$ cat src/rtl/ko_overlay_ctrl.sv
// KO banner sequencer and compositor: flash/hold/done timing, dimmed-background overlay, registered OLED pixel.
// Optional macro KO_SHAKE_EN adds a +/-1 column jitter on the text ROM index during FLASH.
module ko_overlay_ctrl #(
  parameter int unsigned FLASH_FRAMES = 60,
  parameter int unsigned BLINK_FRAMES = 8,
  parameter int unsigned HOLD_FRAMES  = 90,
  parameter logic [15:0] TEXT_TINT    = 16'hF800,
  parameter int unsigned CNT_W        = 8
) (
  input  logic        clk,
  input  logic        reset,
  input  logic        frame_begin,
  input  logic        ko_trigger,
  input  logic        round_ack,
  input  logic [12:0] pixel_index,
  input  logic [15:0] bg_colour,
  input  logic [15:0] text_colour,
  output logic [12:0] text_pixel_index,
  output logic [15:0] oled_colour,
  output logic        overlay_active,
  output logic        round_over
);

  typedef enum logic [1:0] {IDLE, FLASH, HOLD, DONE} state_t;

  localparam logic [CNT_W-1:0] FLASH_LAST = CNT_W'(FLASH_FRAMES - 1);
  localparam logic [CNT_W-1:0] BLINK_LAST = CNT_W'(BLINK_FRAMES - 1);
  localparam logic [CNT_W-1:0] HOLD_LAST  = CNT_W'(HOLD_FRAMES - 1);

  state_t           state, state_nxt;
  logic [CNT_W-1:0] frame_cnt, frame_cnt_nxt;
  logic [CNT_W-1:0] blink_cnt, blink_cnt_nxt;
  logic             phase, phase_nxt;
  logic [15:0]      colour_nxt;
  logic             active_nxt, round_over_nxt;

  // Outputs are registered from next-state values so a transition edge
  // already shows the new look on the pixel latched at that same edge.
  always_ff @(posedge clk) begin
    if (reset) begin
      state          <= IDLE;
      frame_cnt      <= '0;
      blink_cnt      <= '0;
      phase          <= 1'b1;
      oled_colour    <= 16'h0000;
      overlay_active <= 1'b0;
      round_over     <= 1'b0;
    end else begin
      state          <= state_nxt;
      frame_cnt      <= frame_cnt_nxt;
      blink_cnt      <= blink_cnt_nxt;
      phase          <= phase_nxt;
      oled_colour    <= colour_nxt;
      overlay_active <= active_nxt;
      round_over     <= round_over_nxt;
    end
  end

  always_comb begin
    state_nxt     = state;
    frame_cnt_nxt = frame_cnt;
    blink_cnt_nxt = blink_cnt;
    phase_nxt     = phase;
    case (state)
      IDLE: if (ko_trigger) begin
        state_nxt     = FLASH;
        frame_cnt_nxt = '0;
        blink_cnt_nxt = '0;
        phase_nxt     = 1'b1;
      end
      FLASH: if (frame_begin) begin
        if (frame_cnt == FLASH_LAST) begin
          state_nxt     = HOLD;
          frame_cnt_nxt = '0;
          blink_cnt_nxt = '0;
          phase_nxt     = 1'b1;
        end else begin
          frame_cnt_nxt = frame_cnt + 1'b1;
          if (blink_cnt == BLINK_LAST) begin
            phase_nxt     = ~phase;
            blink_cnt_nxt = '0;
          end else begin
            blink_cnt_nxt = blink_cnt + 1'b1;
          end
        end
      end
      HOLD: if (frame_begin) begin
        if (frame_cnt == HOLD_LAST) begin
          state_nxt     = DONE;
          frame_cnt_nxt = '0;
        end else begin
          frame_cnt_nxt = frame_cnt + 1'b1;
        end
      end
      DONE: if (round_ack) begin
        state_nxt     = IDLE;
        frame_cnt_nxt = '0;
        blink_cnt_nxt = '0;
        phase_nxt     = 1'b1;
      end
      default: state_nxt = IDLE;
    endcase
  end

  always_comb begin
    round_over_nxt = (state == HOLD) && (state_nxt == DONE);
    active_nxt     = (state_nxt != IDLE);
    if (state_nxt == IDLE)
      colour_nxt = bg_colour;
    else if (phase_nxt && (text_colour != 16'h0000))
      colour_nxt = TEXT_TINT;
    else
      colour_nxt = {1'b0, bg_colour[15:12], 1'b0, bg_colour[10:6], 1'b0, bg_colour[4:1]};
  end

`ifdef KO_SHAKE_EN
  logic       shake_neg;
  logic [6:0] col;

  // Offset starts at +1 on entry to FLASH and flips every frame.
  always_ff @(posedge clk) begin
    if (reset)
      shake_neg <= 1'b0;
    else if (state == IDLE && ko_trigger)
      shake_neg <= 1'b0;
    else if (state == FLASH && frame_begin)
      shake_neg <= ~shake_neg;
  end

  assign col = 7'(pixel_index % 13'd96);

  always_comb begin
    text_pixel_index = pixel_index;
    if (state == FLASH) begin
      if (!shake_neg && col != 7'd95)
        text_pixel_index = pixel_index + 13'd1;
      else if (shake_neg && col != 7'd0)
        text_pixel_index = pixel_index - 13'd1;
    end
  end
`else
  assign text_pixel_index = pixel_index;
`endif

endmodule

$ cat config.mk
export PLATFORM = sky130hd
export DESIGN_NAME = ko_overlay_ctrl
export DESIGN_NICKNAME = d
export VERILOG_FILES = /design/src/rtl/ko_overlay_ctrl.sv
export SDC_FILE = /design/constraint.sdc
export NUM_CORES = 1
export LEC_CHECK = 0
export CAP_MARGIN = 20
export CORE_MARGIN = 2
export CORE_UTILIZATION = 45
export CTS_CLUSTER_DIAMETER = 80
export CTS_CLUSTER_SIZE = 8
export DETAILED_ROUTE_END_ITERATION = 7
export PLACE_DENSITY = 0.84
export SYNTH_ARGS = -nofsm -noshare
export SYNTH_HDL_FRONTEND = slang
export SYNTH_SLANG_ARGS = --single-unit
$ cat constraint.sdc
create_clock -name clk -period 6.2 [get_ports clk]
set_input_delay 1.55 -clock clk [delete_from_list [all_inputs] [get_ports clk]]
set_output_delay 1.55 -clock clk [all_outputs]
set_load 0.02 [all_outputs]
==> reports/summary.md <==
## Status
* **result of the run** finished, final reports clean

## Logic synthesis
* **syn_area_per_cell** 9.78 µm²
* **post-synth top area share** 39.2%
* **biggest area contributors in the synthesized netlist** sky130_fd_sc_hd__dfxtp_1 39%, sky130_fd_sc_hd__ha_1 5.3%, sky130_fd_sc_hd__buf_4 5.2%
* **post-synthesis instance area** 1890 µm²
* **Net Count, Synth** 251
* **Yosys Warn Count** 0
* **count of unique library cells instantiated by Yosys** 50
* **number of enable flip-flop cells after synthesis** 0
* **top flip-flop cell by instance count after synthesis** sky130_fd_sc_hd__dfxtp_1
* **cell taking the most area after synthesis** sky130_fd_sc_hd__dfxtp_1
* **FF+latch count, synth** 37
* **portion of the post-synthesis area used by sequential elements** 39.2%
* **Synth Instances** 193
* **async set-or-reset flop fraction in the synthesized netlist** 0%

## Floorplanning
* **Chip Height** 68.8 µm
* **site row count** 23
* **number of primary I/O pins** 81
* **Std-Cell Core Area** 4030 µm²
* **chip width** 68.8 µm
* **effective utilization at floorplan** 46.9%
* **die area** 4730 µm²

## Power
* **peak supply drop** 0.000275 V
* **clock share of power** 22.8%
* **sequential share of power** 30.1%
* **Switching Fraction** 36.5%
* **power density relative to cell area** 438 nW/µm²
* **share of total power in combinational logic** 47.1%
* **internal power of the cells** 0.697 mW
* **P_leak** 0.970 nW
* **net switching power** 0.401 mW

## Worst setup path
* **highest net fanout along the worst path** 9
* **category of the critical setup timing path** input port to register
* **arrival time of the worst setup path** 3.61 ns
* **kind of end point of the critical path** register
* **flop2flop setup slack** 3.80 ns
* **Crit Reg-Reg Endpoint** oled_colour[7]$_SDFF_PP0_
* **reg2reg start** state[1]$_SDFF_PP0_
* **category of the worst setup path launch point** input port
* **number of cells on the worst reg-to-reg path** 7
* **data required time at the worst endpoint** 6.43 ns

## Layout
* **most used cells in the layout excluding fill and tap cells** 54 x sky130_fd_sc_hd__clkdlybuf4s50_1, 37 x sky130_fd_sc_hd__dfxtp_1, 26 x sky130_fd_sc_hd__nor2_1, 10 x sky130_fd_sc_hd__nand2_1, 10 x sky130_fd_sc_hd__a22o_1
* **fraction of final layout cells with drive strength greater than 1** 7.95%
* **post-layout net count** 296
* **fill count** 343
* **Syn-to-layout area delta** 32.9%
* **most common library cell in the layout ignoring fill and taps** sky130_fd_sc_hd__clkdlybuf4s50_1
* **footprint of the multi-input gates** 1010 µm²
* **post-route standard cell area excluding fillers** 2510 µm²
* **final design utilization** 62.3%
* **final antenna diode count** 0
* **sequential cell area** 741 µm²
* **number of non-filler instances in the completed layout** 289

## Global route
* **vias in the first global route** 1456
* **All-Layer GR Usage** 19.2%
* **met3 layer usage reported by global route** 6.66%
* **global-route track usage on met2** 29.0%
* **first-pass GRT wire length** 6580 µm
* **met1 layer usage reported by global route** 24.4%
* **highest-utilization routing layer at the global route stage** met2
* **remaining global-route overflow** 0
* **antenna violations before repair** 0
* **pin count of the biggest net entering global routing** 17

## Min path
* **Hold Crit Class** register to register
* **source of the worst hold timing path** blink_cnt[7]$_SDFFE_PP0P_
* **sink of the worst hold path** blink_cnt[7]$_SDFFE_PP0P_
* **number of cells on the worst hold path** 2

## Clocking
* **CTS HTree Levels** 2
* **clock buffer count from CTS** 5
* **Clock Tree Root** sky130_fd_sc_hd__clkbuf_8
* **Clock Tree Buf Depth** 2
* **count of hold-fix buffers inserted at cts** 0
* **clock input transition at the sequential cells of the worst setup and hold paths** 0.08 ns
* **post-CTS resize count** 0
* **total setup buffers inserted after CTS** 0
* **total number of clock tree sinks** 37
* **Skew-Pair Late Insertion Delay** 0.29 ns
* **TritonCTS clock tree** done

## Placement
* **Area after DPL** 2370 µm²
* **detailed-placement wirelength estimate** 2950 µm
* **Buffers on Ports** 54
* **number of cells after detailed placement** 281
* **pre-CTS setup slack** 2.53 ns
* **routability-driven placement congestion ratio** 0.815

## STA
* **final critical-path share of the clock period** 54.5%
* **number of slew-limit violations in the final report** 0
* **Worst Max-Slew Pin Slew** 0.534 ns
* **headroom to the max-slew limit** 64.3%
* **setup-violating endpoint count in the final report** 0
* **unrepaired setup endpoints after global routing** no
* **Worst Slack Setup Final** 2.82 ns
* **Fmax** 0.296 GHz
* **min cycle time layout** 3.38 ns
* **hold violation count in the final report** 0
* **largest clock skew in the final design** 0.00363 ns
* **setup TNS after final layout** 0 ns

## Route
* **detail-routed net length per standard cell** 13.6 µm
* **remaining antenna violation count after routing** 0
* **first-pass detailed-route iteration total** 4
* **Total Routed Length** 3940 µm
* **remaining routing DRC violations** 0
* **via count of the routed design** 1537
* **count of routing violations after the opening detailed-route iteration** 95
* **Via density** 5.32

## Run
* **count of maximum capacitance violations** 0

-- logic make-up (layout without fill, tap and decap cells) --
group,count (synthesis),in the layout,synth area share [%]
flip-flops,37,37,39.2
AND/OR/NAND/NOR,78,78,25.0
XOR/XNOR,12,12,5.57
multiplexers,3,3,1.66
AO/OA/AOI/OAI,34,34,16.0
buffers and inverters,21,67,7.29
adder cells (fa/ha/maj),8,8,5.30
-- stage by stage --
| stage | total power [mW] | hold slack (ns) |
|---|---|---|
| floorplan | 0.696 | 0.479 |
| global placement | 0.841 | 0.500 |
| detailed placement | 0.852 | 0.521 |
| CTS | 1.11 | 0.542 |
| global route | 1.16 | 0.576 |
| finish | 1.10 | 0.536 |
-- power groups by stage --
stage	Sequential [mW]	Combinational (mW)	Clock, mW
finish	0.330	0.518	0.251
global route	0.336	0.560	0.267
CTS	0.330	0.522	0.255
floorplan	0.391	0.305	0
global placement	0.334	0.507	0
detailed placement	0.333	0.519	0
-- per-layer routing --
layer  up-vias  wire length [µm]
li1        766                 -
met2        49              1800
met4         0                87
met3        12               301
met5         -                 0
met1       710              1750
-- state kept, by name, indices dropped and copies added (netlist names) --
| register | count |
|---|---|
| blink_cnt | 8 |
| frame_cnt | 8 |
| oled_colour | 16 |
| overlay_active | 1 |
| phase | 1 |
| round_over | 1 |
| state | 2 |
-- cells in the mapped netlist (3+ instances only) --
library cell	n
sky130_fd_sc_hd__o21ai_0	3
sky130_fd_sc_hd__buf_4	13
sky130_fd_sc_hd__nor2_1	26
sky130_fd_sc_hd__nor2b_1	4
sky130_fd_sc_hd__and3_1	6
sky130_fd_sc_hd__nand2b_1	3
sky130_fd_sc_hd__ha_1	8
sky130_fd_sc_hd__o21ai_1	4
sky130_fd_sc_hd__xor2_1	6
sky130_fd_sc_hd__and4_1	3
sky130_fd_sc_hd__nor4_1	5
sky130_fd_sc_hd__inv_1	4
sky130_fd_sc_hd__a22o_1	10
sky130_fd_sc_hd__nand2_1	10
sky130_fd_sc_hd__dfxtp_1	37
sky130_fd_sc_hd__nand4_1	5
sky130_fd_sc_hd__xnor2_1	6
-- area by class of cell --
cell class / count / area share, %
multi-input combinational: 135 / 40.2
sequential: 37 / 29.5
timing repair buffer: 54 / 21.5
clock buffer: 5 / 2.74
clock inverter: 3 / 2.74
tap: 50 / 2.49
inverter: 5 / 0.748
-- worst max-delay path by stage --
| stage | start | depth (start not counted) | end | slack, ns |
|---|---|---|---|---|
| global placement | frame_begin | 7 | oled_colour[6]$_SDFF_PP0_ | 2.58 |
| global route | frame_begin | 7 | oled_colour[3]$_SDFF_PP0_ | 2.71 |
| detailed placement | frame_begin | 7 | oled_colour[7]$_SDFF_PP0_ | 2.53 |
| CTS | frame_begin | 7 | oled_colour[7]$_SDFF_PP0_ | 2.83 |
| finish | frame_begin | 7 | oled_colour[7]$_SDFF_PP0_ | 2.82 |
| floorplan | pixel_index[0] | 1 | text_pixel_index[0] | 2.97 |
-- worst max-delay path, stage by stage --
cell	delay (ns)
sky130_fd_sc_hd__clkdlybuf4s50_1	0.57
sky130_fd_sc_hd__and4bb_1	0.24
sky130_fd_sc_hd__or4b_4	0.48
sky130_fd_sc_hd__a22oi_4	0.28
sky130_fd_sc_hd__o21bai_4	0.16
sky130_fd_sc_hd__nor2_8	0.19
sky130_fd_sc_hd__a22o_1	0.14
Power figures use the tool's default switching activity.
